**src/rtl/lcd_text_driver.sv**
```systemverilog
// HD44780 16x2 text driver: power-up init, then continuous refresh of a
// 32-char buffer read through the index/char_in port of the mode blocks.
module lcd_text_driver #(
    parameter int unsigned PWRUP_CYC    = 750000,
    parameter int unsigned E_HIGH_CYC   = 25,
    parameter int unsigned CMD_WAIT_CYC = 2500,
    parameter int unsigned CLR_WAIT_CYC = 100000,
    parameter int unsigned FETCH_LAT    = 2
) (
    input  logic       clk,
    input  logic       rst,
    input  logic [7:0] char_in,
    output logic [4:0] index,
    output logic       lcd_rs,
    output logic       lcd_rw,
    output logic       lcd_e,
    output logic [7:0] lcd_data,
    output logic       init_done,
    output logic       frame_done
);

    typedef enum logic [2:0] {PWR_WAIT, SETUP, PULSE, HOLD, FETCH} state_t;
    typedef enum logic [1:0] {K_INIT, K_ADDR, K_CHAR} kind_t;

    localparam logic [19:0] PWRUP_LAST = 20'(PWRUP_CYC - 1);
    localparam logic [19:0] E_LAST     = 20'(E_HIGH_CYC - 1);
    localparam logic [19:0] CMD_LAST   = 20'(CMD_WAIT_CYC - 1);
    localparam logic [19:0] CLR_LAST   = 20'(CLR_WAIT_CYC - 1);
    localparam logic [19:0] FETCH_LAST = 20'(FETCH_LAT - 1);

    state_t      state_q, state_d;
    kind_t       kind_q, kind_d;
    logic [1:0]  step_q, step_d;
    logic [19:0] cnt_q, cnt_d;
    logic [4:0]  index_q, index_d;
    logic [7:0]  data_q, data_d;
    logic        rs_q, rs_d;
    logic        init_done_q, init_done_d;
    logic        frame_done_q, frame_done_d;
    logic [19:0] hold_last;

    function automatic logic [7:0] init_cmd(input logic [1:0] s);
        case (s)
            2'd0:    return 8'h38;
            2'd1:    return 8'h0C;
            2'd2:    return 8'h06;
            default: return 8'h01;
        endcase
    endfunction

    always_ff @(posedge clk or negedge rst) begin
        if (!rst) begin
            state_q      <= PWR_WAIT;
            kind_q       <= K_INIT;
            step_q       <= '0;
            cnt_q        <= '0;
            index_q      <= '0;
            data_q       <= '0;
            rs_q         <= 1'b0;
            init_done_q  <= 1'b0;
            frame_done_q <= 1'b0;
        end else begin
            state_q      <= state_d;
            kind_q       <= kind_d;
            step_q       <= step_d;
            cnt_q        <= cnt_d;
            index_q      <= index_d;
            data_q       <= data_d;
            rs_q         <= rs_d;
            init_done_q  <= init_done_d;
            frame_done_q <= frame_done_d;
        end
    end

    // Only the clear command needs the long settle time.
    assign hold_last = (!rs_q && data_q == 8'h01) ? CLR_LAST : CMD_LAST;

    always_comb begin
        state_d      = state_q;
        kind_d       = kind_q;
        step_d       = step_q;
        cnt_d        = cnt_q + 20'd1;
        index_d      = index_q;
        data_d       = data_q;
        rs_d         = rs_q;
        init_done_d  = init_done_q;
        frame_done_d = 1'b0;
        case (state_q)
            PWR_WAIT: begin
                if (cnt_q == PWRUP_LAST) begin
                    state_d = SETUP;
                    cnt_d   = '0;
                    kind_d  = K_INIT;
                    step_d  = '0;
                    data_d  = init_cmd(2'd0);
                    rs_d    = 1'b0;
                end
            end
            SETUP: begin
                state_d = PULSE;
                cnt_d   = '0;
            end
            PULSE: begin
                if (cnt_q == E_LAST) begin
                    state_d = HOLD;
                    cnt_d   = '0;
                end
            end
            HOLD: begin
                if (cnt_q == hold_last) begin
                    cnt_d = '0;
                    case (kind_q)
                        K_INIT: begin
                            state_d = SETUP;
                            rs_d    = 1'b0;
                            if (step_q == 2'd3) begin
                                init_done_d = 1'b1;
                                kind_d      = K_ADDR;
                                data_d      = (index_q == 5'd0) ? 8'h80 : 8'hC0;
                            end else begin
                                step_d = step_q + 2'd1;
                                data_d = init_cmd(step_q + 2'd1);
                            end
                        end
                        K_ADDR: begin
                            state_d = FETCH;
                            kind_d  = K_CHAR;
                        end
                        default: begin
                            // Line ends re-address the cursor; others stream on.
                            if (index_q == 5'd15 || index_q == 5'd31) begin
                                state_d = SETUP;
                                kind_d  = K_ADDR;
                                rs_d    = 1'b0;
                                if (index_q == 5'd15) begin
                                    index_d = 5'd16;
                                    data_d  = 8'hC0;
                                end else begin
                                    index_d      = 5'd0;
                                    data_d       = 8'h80;
                                    frame_done_d = 1'b1;
                                end
                            end else begin
                                state_d = FETCH;
                                index_d = index_q + 5'd1;
                            end
                        end
                    endcase
                end
            end
            FETCH: begin
                if (cnt_q == FETCH_LAST) begin
                    state_d = SETUP;
                    cnt_d   = '0;
                    data_d  = char_in;
                    rs_d    = 1'b1;
                end
            end
            default: begin
                state_d = PWR_WAIT;
                cnt_d   = '0;
            end
        endcase
    end

    always_comb begin
        index      = index_q;
        lcd_rs     = rs_q;
        lcd_rw     = 1'b0;
        lcd_e      = (state_q == PULSE);
        lcd_data   = data_q;
        init_done  = init_done_q;
        frame_done = frame_done_q;
    end

endmodule

```
**config.mk**
```make
export PLATFORM = sky130hd
export DESIGN_NAME = lcd_text_driver
export DESIGN_NICKNAME = d
export VERILOG_FILES = /design/src/rtl/lcd_text_driver.sv
export SDC_FILE = /design/constraint.sdc
export NUM_CORES = 1
export LEC_CHECK = 0
export BUFFER_PORTS_ARGS = -buffer_cell sky130_fd_sc_hd__buf_2
export CELL_PAD_IN_SITES_DETAIL_PLACEMENT = 0
export CELL_PAD_IN_SITES_GLOBAL_PLACEMENT = 1
export CORE_MARGIN = 2
export CORE_UTILIZATION = 40
export DETAILED_ROUTE_END_ITERATION = 7
export MAX_ROUTING_LAYER = met4
export PLACE_DENSITY_LB_ADDON = 0.1
export SYNTH_ARGS = -nofsm -noshare
export SYNTH_HDL_FRONTEND = slang
export SYNTH_SLANG_ARGS = --single-unit
```
**constraint.sdc**
```tcl
create_clock -name clk -period 2.8 [get_ports clk]
set_input_delay 0.42 -clock clk [delete_from_list [all_inputs] [get_ports clk]]
set_output_delay 0.42 -clock clk [all_outputs]
set_load 0.005 [all_outputs]
```
==> results of run 1 <==
[layout make-up]
cell class	count	area share (%)
Clock buffer	6	2.896
Tap cell	75	3.291
Sequential cell	43	37.74
Multi-Input combinational cell	199	46.86
Clock inverter	2	1.229
Timing Repair Buffer	32	6.143
Inverter	14	1.843
[per-layer routing]
layer	global-route usage (%)	wire, µm	up-vias
met1	20.35	2328	882
met2	25.95	2475	35
li1	-	-	970
met4	4.173	44	0
met3	3.380	191	5
met5	-	0	-
[layout by cell type (no fill, tap or decap), drive strengths merged, types with 3 or more instances in the layout]
master / n
a21oi: 4
a22o: 3
and3: 5
buf: 32
clkbuf: 6
dfrtp: 43
ha: 13
inv: 14
mux2: 8
mux2i: 4
nand2: 27
nand3: 16
nand4: 7
nor2: 37
nor3: 7
nor4: 3
o21ai: 12
o21bai: 3
o31ai: 4
or3: 3
xnor2: 5
xor2: 15
[power groups by stage]
| stage | Clock [W] | Combinational [W] | Sequential [W] |
|---|---|---|---|
| 2_1_floorplan | 0 | 0.00000139 | 0.000633 |
| 3_3_place_gp | 0 | 0.0000201 | 0.000633 |
| 3_5_place_dp | 0 | 0.0000197 | 0.000633 |
| 4_1_cts | 0.000515 | 0.0000198 | 0.000620 |
| 5_1_grt | 0.000541 | 0.0000225 | 0.000620 |
| 6_report | 0.000497 | 0.0000185 | 0.000620 |
[cell families (layout without fill, tap and decap cells)]
family | Yosys count | count (layout)
AOI/OAI and AO/OA | 34 | 34
xor gates and xnor gates | 20 | 20
adders and majority gates | 13 | 13
buffers and inverters | 23 | 54
DFF | 43 | 43
muxes | 12 | 12
other | 1 | 1
and+or+nand+nor | 119 | 119
[path summary, 6_finish.rpt]
path / from / end / slack, ns / cells past startpoint
max in group asynchronous: rst / cnt_q[11] / 1.93 / 1
hold reg to reg: init_done / init_done / 0.50 / 1
setup reg to reg: index[0] / lcd_data[3] / 0.19 / 9
setup / recovery: index[0] / lcd_data[3] / 0.19 / 9
hold / removal: rst / lcd_data[0] / 0.27 / 1
min in group clk: char_in[5] / lcd_data[5] / 0.44 / 3
[metrics by stage]
stage                     worst slack [ns]  hold WS [ns]  area, µm²  util [%]
after detailed placement            0.2392        0.4702       2734     45.63
after global placement              0.2803        0.4703       2734     45.63
after floorplan                     0.5087        0.1244       2512         -
final                               0.1921        0.2721       2851     47.60
after global routing               0.05035        0.3627       2851     47.60
after CTS                           0.2182        0.3120       2851     47.60
[worst register-to-register path: cells and delay by family (launching register included)]
kind	cells	cell delay [ns]
and+or+nand+nor	5	1.07
DFF	1	0.43
adders and majority gates	2	0.50
AOI/OAI and AO/OA	1	0.15
muxes	1	0.34
[registers in the layout, summed over array words and instances, names as in the netlist]
signal      cells
init_done       1
state_q         3
kind_q          2
lcd_rs          1
frame_done      1
lcd_data        8
cnt_q          20
index           5
step_q          2
==> results.md, run 1 <==
- Synth warn: 0
- Seq pwr share: 54.6%
- # hold bufs at CTS: 0
- Max incr delay on CP: 0.45 ns
- Sw power: 0.0002225 W
- Antenna violations before repair: 0
- Synth cell count leaders: 43 x dfrtp_1, 37 x nor2_1, 27 x nand2_1, 16 x nand3_1, 15 x xor2_1
- Comb power frac: 1.6%
- Total power: 0.001136 W
- Critical-path cell list: ha_1, and3_1, ha_1, nor2_1, nand2_1, and2_1, a21oi_1, or3_1, mux2_4
- Rel. slew slack: 36.33%
- Top post-synthesis cells by area: dfrtp_1 43%, ha_1 6.5%, nor2_1 5.5%
- Port buffer count: 26
- Critical path arrival: 2.79 ns
- Mapped Area: 0.002512 mm²
- CP max FO: 9
- WP data required: 2.98 ns
- Non-Filler Instances: 371
- Max Cap Violations: 0
- Main flop type after synthesis: dfrtp_1
- Area Growth Syn to Fin: 13.50%
- Post-synth ARST share: 100.0%
- Complex-gate fraction of the synthesized area: 9.213%
- Pleak: 1.382 nW
- Final setup TNS: 0 ns
- First-pass GRT wire length: 8.783 mm
- Synth Register Bits: 43
- Final nets: 318
- Cell mode on critical path: ha_1
- TritonCTS Sinks: 43
- First drt pass iteration count: 4
- Peak supply drop: 0.2944 mV
- Unrepaired setup endpoints after global routing: false
- Dpl hpwl: 3.822 mm
- Synth Area in XOR/XNOR: 6.972%
- Via Count: 1,892
- Avg Cell Area, Syn: 9.481 µm²
- Vias/cell: 5.100
- Post-Route WL: 5.039 mm
- WL per Instance: 13.58 µm
- Placed instance count: 363
- Critical Path Sink Type: flip-flop
- Residual DRC count: 0
- CP delay by family, top: simple AND/OR/NAND/NOR gates
- Share of cells above drive strength 1: 19.26%
- Row cnt: 28
- Crit Path Class: flip-flop to flip-flop
- Mux contribution to synthesized area: 6.225%
- Final setup fails: 0
- Switch share: 19.59%
- DRT antenna net count: 0
- PostCTS Resize Cnt: 0
- GR Util All Layers: 15.97%
- Post-Synth Adder-Cell Area: 6.474%
- Final GP Congestion: 0.7769
- Fillers: 596
- Clock Tree Buf Depth: 2
- Final slew viol count: 0
- Die Y: 83.25 µm
- Post-synth EDFFs: 0
- CP max stage cell: or3_1
- Fin. Hold Viols: 0
- CP Buf/Inv Count: 0
- Simple logic cell fraction of the synthesized area: 24.15%
- TritonCTS clock tree: done
- Largest net degree at the start of global routing: 44
- Clock share of power: 43.8%
- Worst-margin pin slew: 0.9551 ns
- Period minus WS final: 2.608 ns
- Worst-path clk slew: 0.08 ns
- DRT iter0 DRCs: 64
- Clock Tree Root: clkbuf_8
- Pwr Density: 398.4 mW/mm²
- CP startpoint kind: flip-flop
- Clock skew: 0.006134 ns
- Combinational family with the most area after synthesis: simple AND/OR/NAND/NOR gates
- Setup bufs post-CTS: 0
- Internal power: 0.0009134 W
- Run status: finished clean
- Synth area leader: dfrtp_1
- CTS H-tree lvls: 2
- Achievable Freq: 383.4 MHz
- Top cell type's share of synthesized area: 42.83%
- Num CTS Buffers: 5
- Library cells used by synthesis: 50
- Synth Net Count: 288
- Tcrit/Tclk final: 93.14%
- Placeable Area: 0.005991 mm²
- Hold WC Path Type: input pin to async pin
- Die area: 0.006931 mm²
- Seq/Total Area, Yosys: 42.83%
- Worst-skew pair later-pin latency: 0.29 ns
- Antenna diodes: 0
- Multi-input logic area: 0.001336 mm²
- Synthesized instance count: 265
- Register Area: 0.001076 mm²
- Count leader, synth: dfrtp_1
- IO Count: 28
- Starting Density: 41.94%
- Vias in the first global route: 1,857
- Grt total ovfl: 0
- Die width: 83.25 µm
No activity file was read; power rests on OpenSTA's default activity.
==> run 2: changes to the inputs <==
--- a/config.mk
+++ b/config.mk
@@ -6,6 +6,7 @@
 export NUM_CORES = 1
 export LEC_CHECK = 0
 export BUFFER_PORTS_ARGS = -buffer_cell sky130_fd_sc_hd__buf_2
+export CAP_MARGIN = 20
 export CELL_PAD_IN_SITES_DETAIL_PLACEMENT = 0
 export CELL_PAD_IN_SITES_GLOBAL_PLACEMENT = 1
 export CORE_MARGIN = 2
==> constraint.sdc (replaced) <==
create_clock -name clk -period 3.4 [get_ports clk]
set_input_delay 0.51 -clock clk [delete_from_list [all_inputs] [get_ports clk]]
set_output_delay 0.51 -clock clk [all_outputs]
set_load 0.005 [all_outputs]
==> run 2 against run 1 <==
- register-to-register slack better by 0.46 ns
- routed wire length up 3.1%
- clock skew up 0.0035 ns
- critical endpoint is now lcd_data[7]
- critical path depth unchanged
- via count up 0.63%
- critical path type unchanged
- largest power group unchanged
- power down 26%
- setup slack better by 0.46 ns
==> results.md, run 2 (same netlist as run 1, synthesis figures left out) <==
- Run status: finished clean
- DRT antenna net count: 0 (unchanged)
- R2R setup slack: 0.65 ns (+0.46 ns)
- Port buffer count: 26 (unchanged)
- # hold bufs at CTS: 0 (unchanged)
- Pwr Density: 301.4 mW/mm² (-24%)
- Clock Tree Root: clkbuf_8
- Clock skew: 0.009658 ns (+0.003524 ns)
- First-pass GRT wire length: 8.825 mm (+0.48%)
- Grt total ovfl: 0 (unchanged)
- Vias in the first global route: 1,835 (-1.2%)
- Vias/cell: 5.188 (+1.7%)
- DRT iter0 DRCs: 106 (+66%)
- Antenna violations before repair: 0 (unchanged)
- Largest register FFs: 20 (unchanged)
- Final setup fails: 0 (unchanged)
- Worst-path clk slew: 0.08 ns (about the same)
- Largest register by flop count: cnt_q
- Internal power: 0.0006621 W (-28%)
- Final core occ: 46.83% (-0.77 points)
- Starting Density: 41.94% (unchanged)
- Most frequent cells in the layout: 43 x dfrtp_1, 37 x nor2_1, 27 x nand2_1
- CP Buf/Inv Count: 0 (unchanged)
- Comb power frac: 2.3% (+0.7 points)
- Critical-path cell list: ha_1, and3_1, ha_1, nor2_1, nand2_1, and2_1, a21oi_1, or3_1, mux2_4
- Fin. Hold Viols: 0 (unchanged)
- Critical path arrival: 2.93 ns (+0.14 ns)
- Max incr delay on CP: 0.45 ns (about the same)
- GR Util All Layers: 16.03% (+0.062 points)
- Sw power: 0.0001833 W (-18%)
- Row cnt: 28 (unchanged)
- Clock Tree Buf Depth: 2 (unchanged)
- IO Count: 28 (unchanged)
- Crit Path Class: flip-flop to flip-flop
- Antenna diodes: 0 (unchanged)
- Largest net degree at the start of global routing: 44 (unchanged)
- Die Y: 83.25 µm (unchanged)
- WL per Instance: 14.16 µm (+4.2%)
- Final nets: 314 (-1.3%)
- Critical Path Sink Type: flip-flop
- Final GP Congestion: 0.7972 (+2.6%)
- Commonest non-fill, non-tap cell in the layout: dfrtp_1
- CP startpoint kind: flip-flop
- Hold WC Path Type: input pin to async pin
- First drt pass iteration count: 4 (unchanged)
- Achievable Freq: 363.6 MHz (-5.2%)
- Placeable Area: 0.005991 mm² (unchanged)
- Period minus WS final: 2.751 ns (+0.1426 ns)
- Residual DRC count: 0 (unchanged)
- Tcrit/Tclk final: 80.90% (-12 points)
- TritonCTS Sinks: 43 (unchanged)
- Worst-skew pair later-pin latency: 0.30 ns (about the same)
- CTS H-tree lvls: 2 (unchanged)
- Max Cap Violations: 0 (unchanged)
- Unrepaired setup endpoints after global routing: false
- Clock share of power: 37.3% (-6.5 points)
- Area Growth Syn to Fin: 11.65%
- Share of cells above drive strength 1: 17.47% (-1.8 points)
- Rel. slew slack: 63.66% (+27 points)
- CP max FO: 9 (unchanged)
- Peak supply drop: 0.1215 mV (-59%)
- Die area: 0.006931 mm² (unchanged)
- Setup bufs post-CTS: 0 (unchanged)
- CP max stage cell: or3_1
- Cell mode on critical path: ha_1
- Fin area: 0.002805 mm² (-1.6%)
- Die width: 83.25 µm (unchanged)
- Worst-margin pin slew: 0.5451 ns (-0.4100 ns)
- Reg2reg path depth: 9 (unchanged)
- Post-DP Area: 0.002696 mm² (-1.4%)
- FF-to-FF Start: index[0]
- Dpl hpwl: 3.808 mm (-0.36%)
- CP delay by family, top: simple AND/OR/NAND/NOR gates
- Final setup TNS: 0 ns (unchanged)
- WP data required: 3.58 ns (+0.60 ns)
- Post-Route WL: 5.195 mm (+3.1%)
- Num CTS Buffers: 5 (unchanged)
- Reg-to-Reg End: lcd_data[7]
- Pleak: 1.351 nW (-2.2%)
- Final slew viol count: 0 (unchanged)
- Seq pwr share: 60.4% (+5.8 points)
- Switch share: 21.68% (+2.1 points)
- TritonCTS clock tree: done
- Via Count: 1,904 (+0.63%)
- PostCTS Resize Cnt: 0 (unchanged)
run 2: per-layer routing:
| layer | global-route usage (%) | wire, µm |
|---|---|---|
| met1 | 20.01 | 2433 |
| met2 | 26.03 | 2528 |
| met3 | 3.579 | 165 |
| met4 | 4.918 | 68 |
| met5 | - | 0 |
run 2: worst register-to-register path, cell delays in order (launching register included):
cell	delay (ns)
dfrtp_1	0.43
ha_1	0.24
and3_1	0.22
ha_1	0.25
nor2_1	0.27
nand2_1	0.11
and2_1	0.17
a21oi_1	0.14
or3_1	0.45
mux2_4	0.34
run 2: metrics by stage:
stage               setup WS (ns)  hold WS, ns  instances  total power, W
finish                     0.6495       0.1912        367       0.0008455
global route               0.4547       0.2233        367       0.0008876
CTS                        0.6522       0.4107        366       0.0008654
detailed placement         0.6788       0.4638        358       0.0005374
global placement           0.7877       0.4680        358       0.0005376
floorplan                   1.109       0.2144        265       0.0005224
run 2: final cells by class:
class | count | area (µm²)
timing repair buffer | 28 | 165.2
multi-input combinational | 199 | 1336
tap | 75 | 93.84
fill | 588 | 3186
inverter | 14 | 52.55
clock buffer | 7 | 76.32
clock inverter | 1 | 5.005
sequential | 43 | 1076
run 2: worst max path at each step:
stage | start | to | slack, ns | cells after the start
4_1_cts | index[0] | lcd_data[0] | 0.65 | 9
6_report | index[0] | lcd_data[7] | 0.65 | 9
5_1_grt | index[0] | lcd_data[0] | 0.45 | 9
3_5_place_dp | index[0] | lcd_data[0] | 0.68 | 9
3_3_place_gp | index[0] | lcd_data[0] | 0.79 | 9
2_1_floorplan | index[0] | lcd_data[0] | 1.11 | 10
run 2: power by group through the flow:
stage / Sequential, W / Combinational, W / Clock [W]
2_1_floorplan: 0.000521 / 0.00000114 / 0
3_3_place_gp: 0.000521 / 0.0000165 / 0
3_5_place_dp: 0.000521 / 0.0000163 / 0
4_1_cts: 0.000511 / 0.0000164 / 0.000338
5_1_grt: 0.000511 / 0.0000224 / 0.000354
6_report: 0.000511 / 0.0000194 / 0.000315
==> run 3: changes to the inputs <==
==> constraint.sdc (replaced) <==
create_clock -name clk -period 2.52 [get_ports clk]
set_input_delay 0.378 -clock clk [delete_from_list [all_inputs] [get_ports clk]]
set_output_delay 0.378 -clock clk [all_outputs]
set_load 0.005 [all_outputs]
==> run 3 against run 2 <==
- highest routed layer unchanged
- sequential power increased by 35%
- sequential cell count unchanged
- largest power group unchanged
- sequential share of layout area decreased by 1.3 points
==> results.md, run 3 (same netlist as run 1, synthesis figures left out) <==
- Run status: finished clean
- Final setup fails: 0 (unchanged)
- Worst-margin pin slew: 0.5287 ns (-0.01639 ns)
- Largest register FFs: 20 (unchanged)
- DRT antenna net count: 0 (unchanged)
- Final nets: 325 (+3.5%)
- Final setup TNS: 0 ns (unchanged)
- Most frequent cells in the layout: 43 x dfrtp_1, 37 x nor2_1, 27 x nand2_1
- FF-to-FF Start: index[1]
- TritonCTS clock tree: done
- Tcrit/Tclk final: 94.42% (+14 points)
- Clock skew: 0.01072 ns (+0.001062 ns)
- # hold bufs at CTS: 0 (unchanged)
- Achievable Freq: 420.3 MHz (+16%)
- Clock Tree Root: clkbuf_8
- Commonest non-fill, non-tap cell in the layout: dfrtp_1
- Switch share: 19.44% (-2.2 points)
- Die width: 83.25 µm (unchanged)
- First drt pass iteration count: 4 (unchanged)
- Pleak: 1.417 nW (+4.9%)
- Hold WS: 0.04506 ns (-0.1461 ns)
- Worst-path clk slew: 0.09 ns (about the same)
- Critical path arrival: 2.56 ns (-0.37 ns)
- Final core occ: 48.48% (+1.7 points)
- Max Cap Violations: 0 (unchanged)
- Placeable Area: 0.005991 mm² (unchanged)
- Grt total ovfl: 0 (unchanged)
- Setup bufs post-CTS: 0 (unchanged)
- Residual DRC count: 0 (unchanged)
- Placed instance count: 370 (+3.4%)
- Pwr Density: 434.3 mW/mm² (+44%)
- DRT iter0 DRCs: 80 (-25%)
- CP startpoint kind: flip-flop
- Crit Path Class: flip-flop to flip-flop
- IO Count: 28 (unchanged)
- WP data required: 2.70 ns (-0.88 ns)
- Via Count: 1,883 (-1.1%)
- Antenna diodes: 0 (unchanged)
- Fin area: 0.002904 mm² (+3.5%)
- Final GP Congestion: 0.8082 (+1.4%)
- Sw power: 0.0002451 W (+34%)
- Final slew viol count: 0 (unchanged)
- WL per Instance: 13.66 µm (-3.5%)
- Clock share of power: 43.6% (+6.3 points)
- Vias/cell: 4.981 (-4.0%)
- Fin. Hold Viols: 0 (unchanged)
- Start point of the critical path: index[1]
- Die area: 0.006931 mm² (unchanged)
- PostCTS Resize Cnt: 0 (unchanged)
- Internal power: 0.001016 W (+53%)
- Antenna violations before repair: 0 (unchanged)
- Clock Tree Buf Depth: 2 (unchanged)
- First-pass GRT wire length: 9.121 mm (+3.4%)
- Period minus WS final: 2.379 ns (-0.3712 ns)
- Port buffer count: 26 (unchanged)
- TritonCTS Sinks: 43 (unchanged)
- Area Growth Syn to Fin: 15.59%
- Hold WC Path Type: input pin to async pin
- Non-Filler Instances: 378 (+3.0%)
- CTS H-tree lvls: 2 (unchanged)
- Starting Density: 41.94% (unchanged)
- Post-DP Area: 0.002786 mm² (+3.3%)
- GR Util All Layers: 16.59% (+0.55 points)
- Largest net degree at the start of global routing: 24 (-45%)
- Unrepaired setup endpoints after global routing: false
- Vias in the first global route: 1,908 (+4.0%)
- Comb power frac: 1.7% (-0.6 points)
- Seq pwr share: 54.7% (-5.7 points)
- Row cnt: 28 (unchanged)
- Rel. slew slack: 64.75% (+1.1 points)
- Share of cells above drive strength 1: 21.12% (+3.7 points)
- Largest register by flop count: cnt_q
- Worst-skew pair later-pin latency: 0.30 ns (about the same)
- Dpl hpwl: 3.928 mm (+3.1%)
- Num CTS Buffers: 5 (unchanged)
- Critical Path Sink Type: flip-flop
- CP max FO: 8 (-1)
- Post-Route WL: 5.164 mm (-0.60%)
- Die Y: 83.25 µm (unchanged)
- Peak supply drop: 0.2242 mV (+85%)
run 3: changes by cell type in the layout (fill, tap and decap cells not counted):
cell / change
buf_16: -1
clkbuf_8: +1
buf_4: +12
clkbuf_1: -2
bufinv_16: +1
run 3: worst paths after layout:
kind,cells past startpoint,slack [ns],end
setup / recovery,10,0.14,lcd_data[6]
hold / removal,1,0.05,lcd_data[0]
setup reg to reg,10,0.14,lcd_data[6]
hold reg to reg,1,0.50,init_done
max in group asynchronous,2,1.80,cnt_q[4]
min in group clk,3,0.39,lcd_data[4]
run 3: power by group through the flow:
stage | Clock (W) | Sequential [W] | Combinational [W]
2_1_floorplan | 0 | 0.000703 | 0.00000154
3_3_place_gp | 0 | 0.000703 | 0.0000235
3_5_place_dp | 0 | 0.000703 | 0.0000234
4_1_cts | 0.000577 | 0.000689 | 0.0000235
5_1_grt | 0.000606 | 0.000689 | 0.0000267
6_report | 0.000550 | 0.000689 | 0.0000218
run 3: stage by stage:
| stage | setup slack [ns] | power, W |
|---|---|---|
| floorplan | 0.2287 | 0.0007048 |
| global placement | 0.2190 | 0.0007266 |
| detailed placement | 0.1795 | 0.0007264 |
| CTS | 0.1543 | 0.001289 |
| global route | 0.01247 | 0.001322 |
| finish | 0.1407 | 0.001261 |
run 3: final cells by class:
class / instances / area (µm²)
Clock buffer: 6 / 82.58
Clock inverter: 2 / 35.03
Fill cell: 590 / 3087
Inverter: 14 / 52.55
Multi-Input combinational cell: 199 / 1336
Sequential cell: 43 / 1076
Tap cell: 75 / 93.84
Timing Repair Buffer: 39 / 227.7
run 3: metal layers:
metal  GRT usage [%]  part of all wire (%)
met1           20.82                    47
met2           27.20                    49
met3           3.579                   3.1
met4           4.471                   1.1
met5               -                     0
run 3: worst max-delay path, stage by stage (launching register included):
cell     delay, ns
dfrtp_1       0.40
ha_1          0.21
and3_1        0.22
ha_1          0.25
nor2_1        0.09
nand2_1       0.07
and2_1        0.16
a21oi_1       0.07
or3_1         0.31
buf_4         0.19
mux2_4        0.30
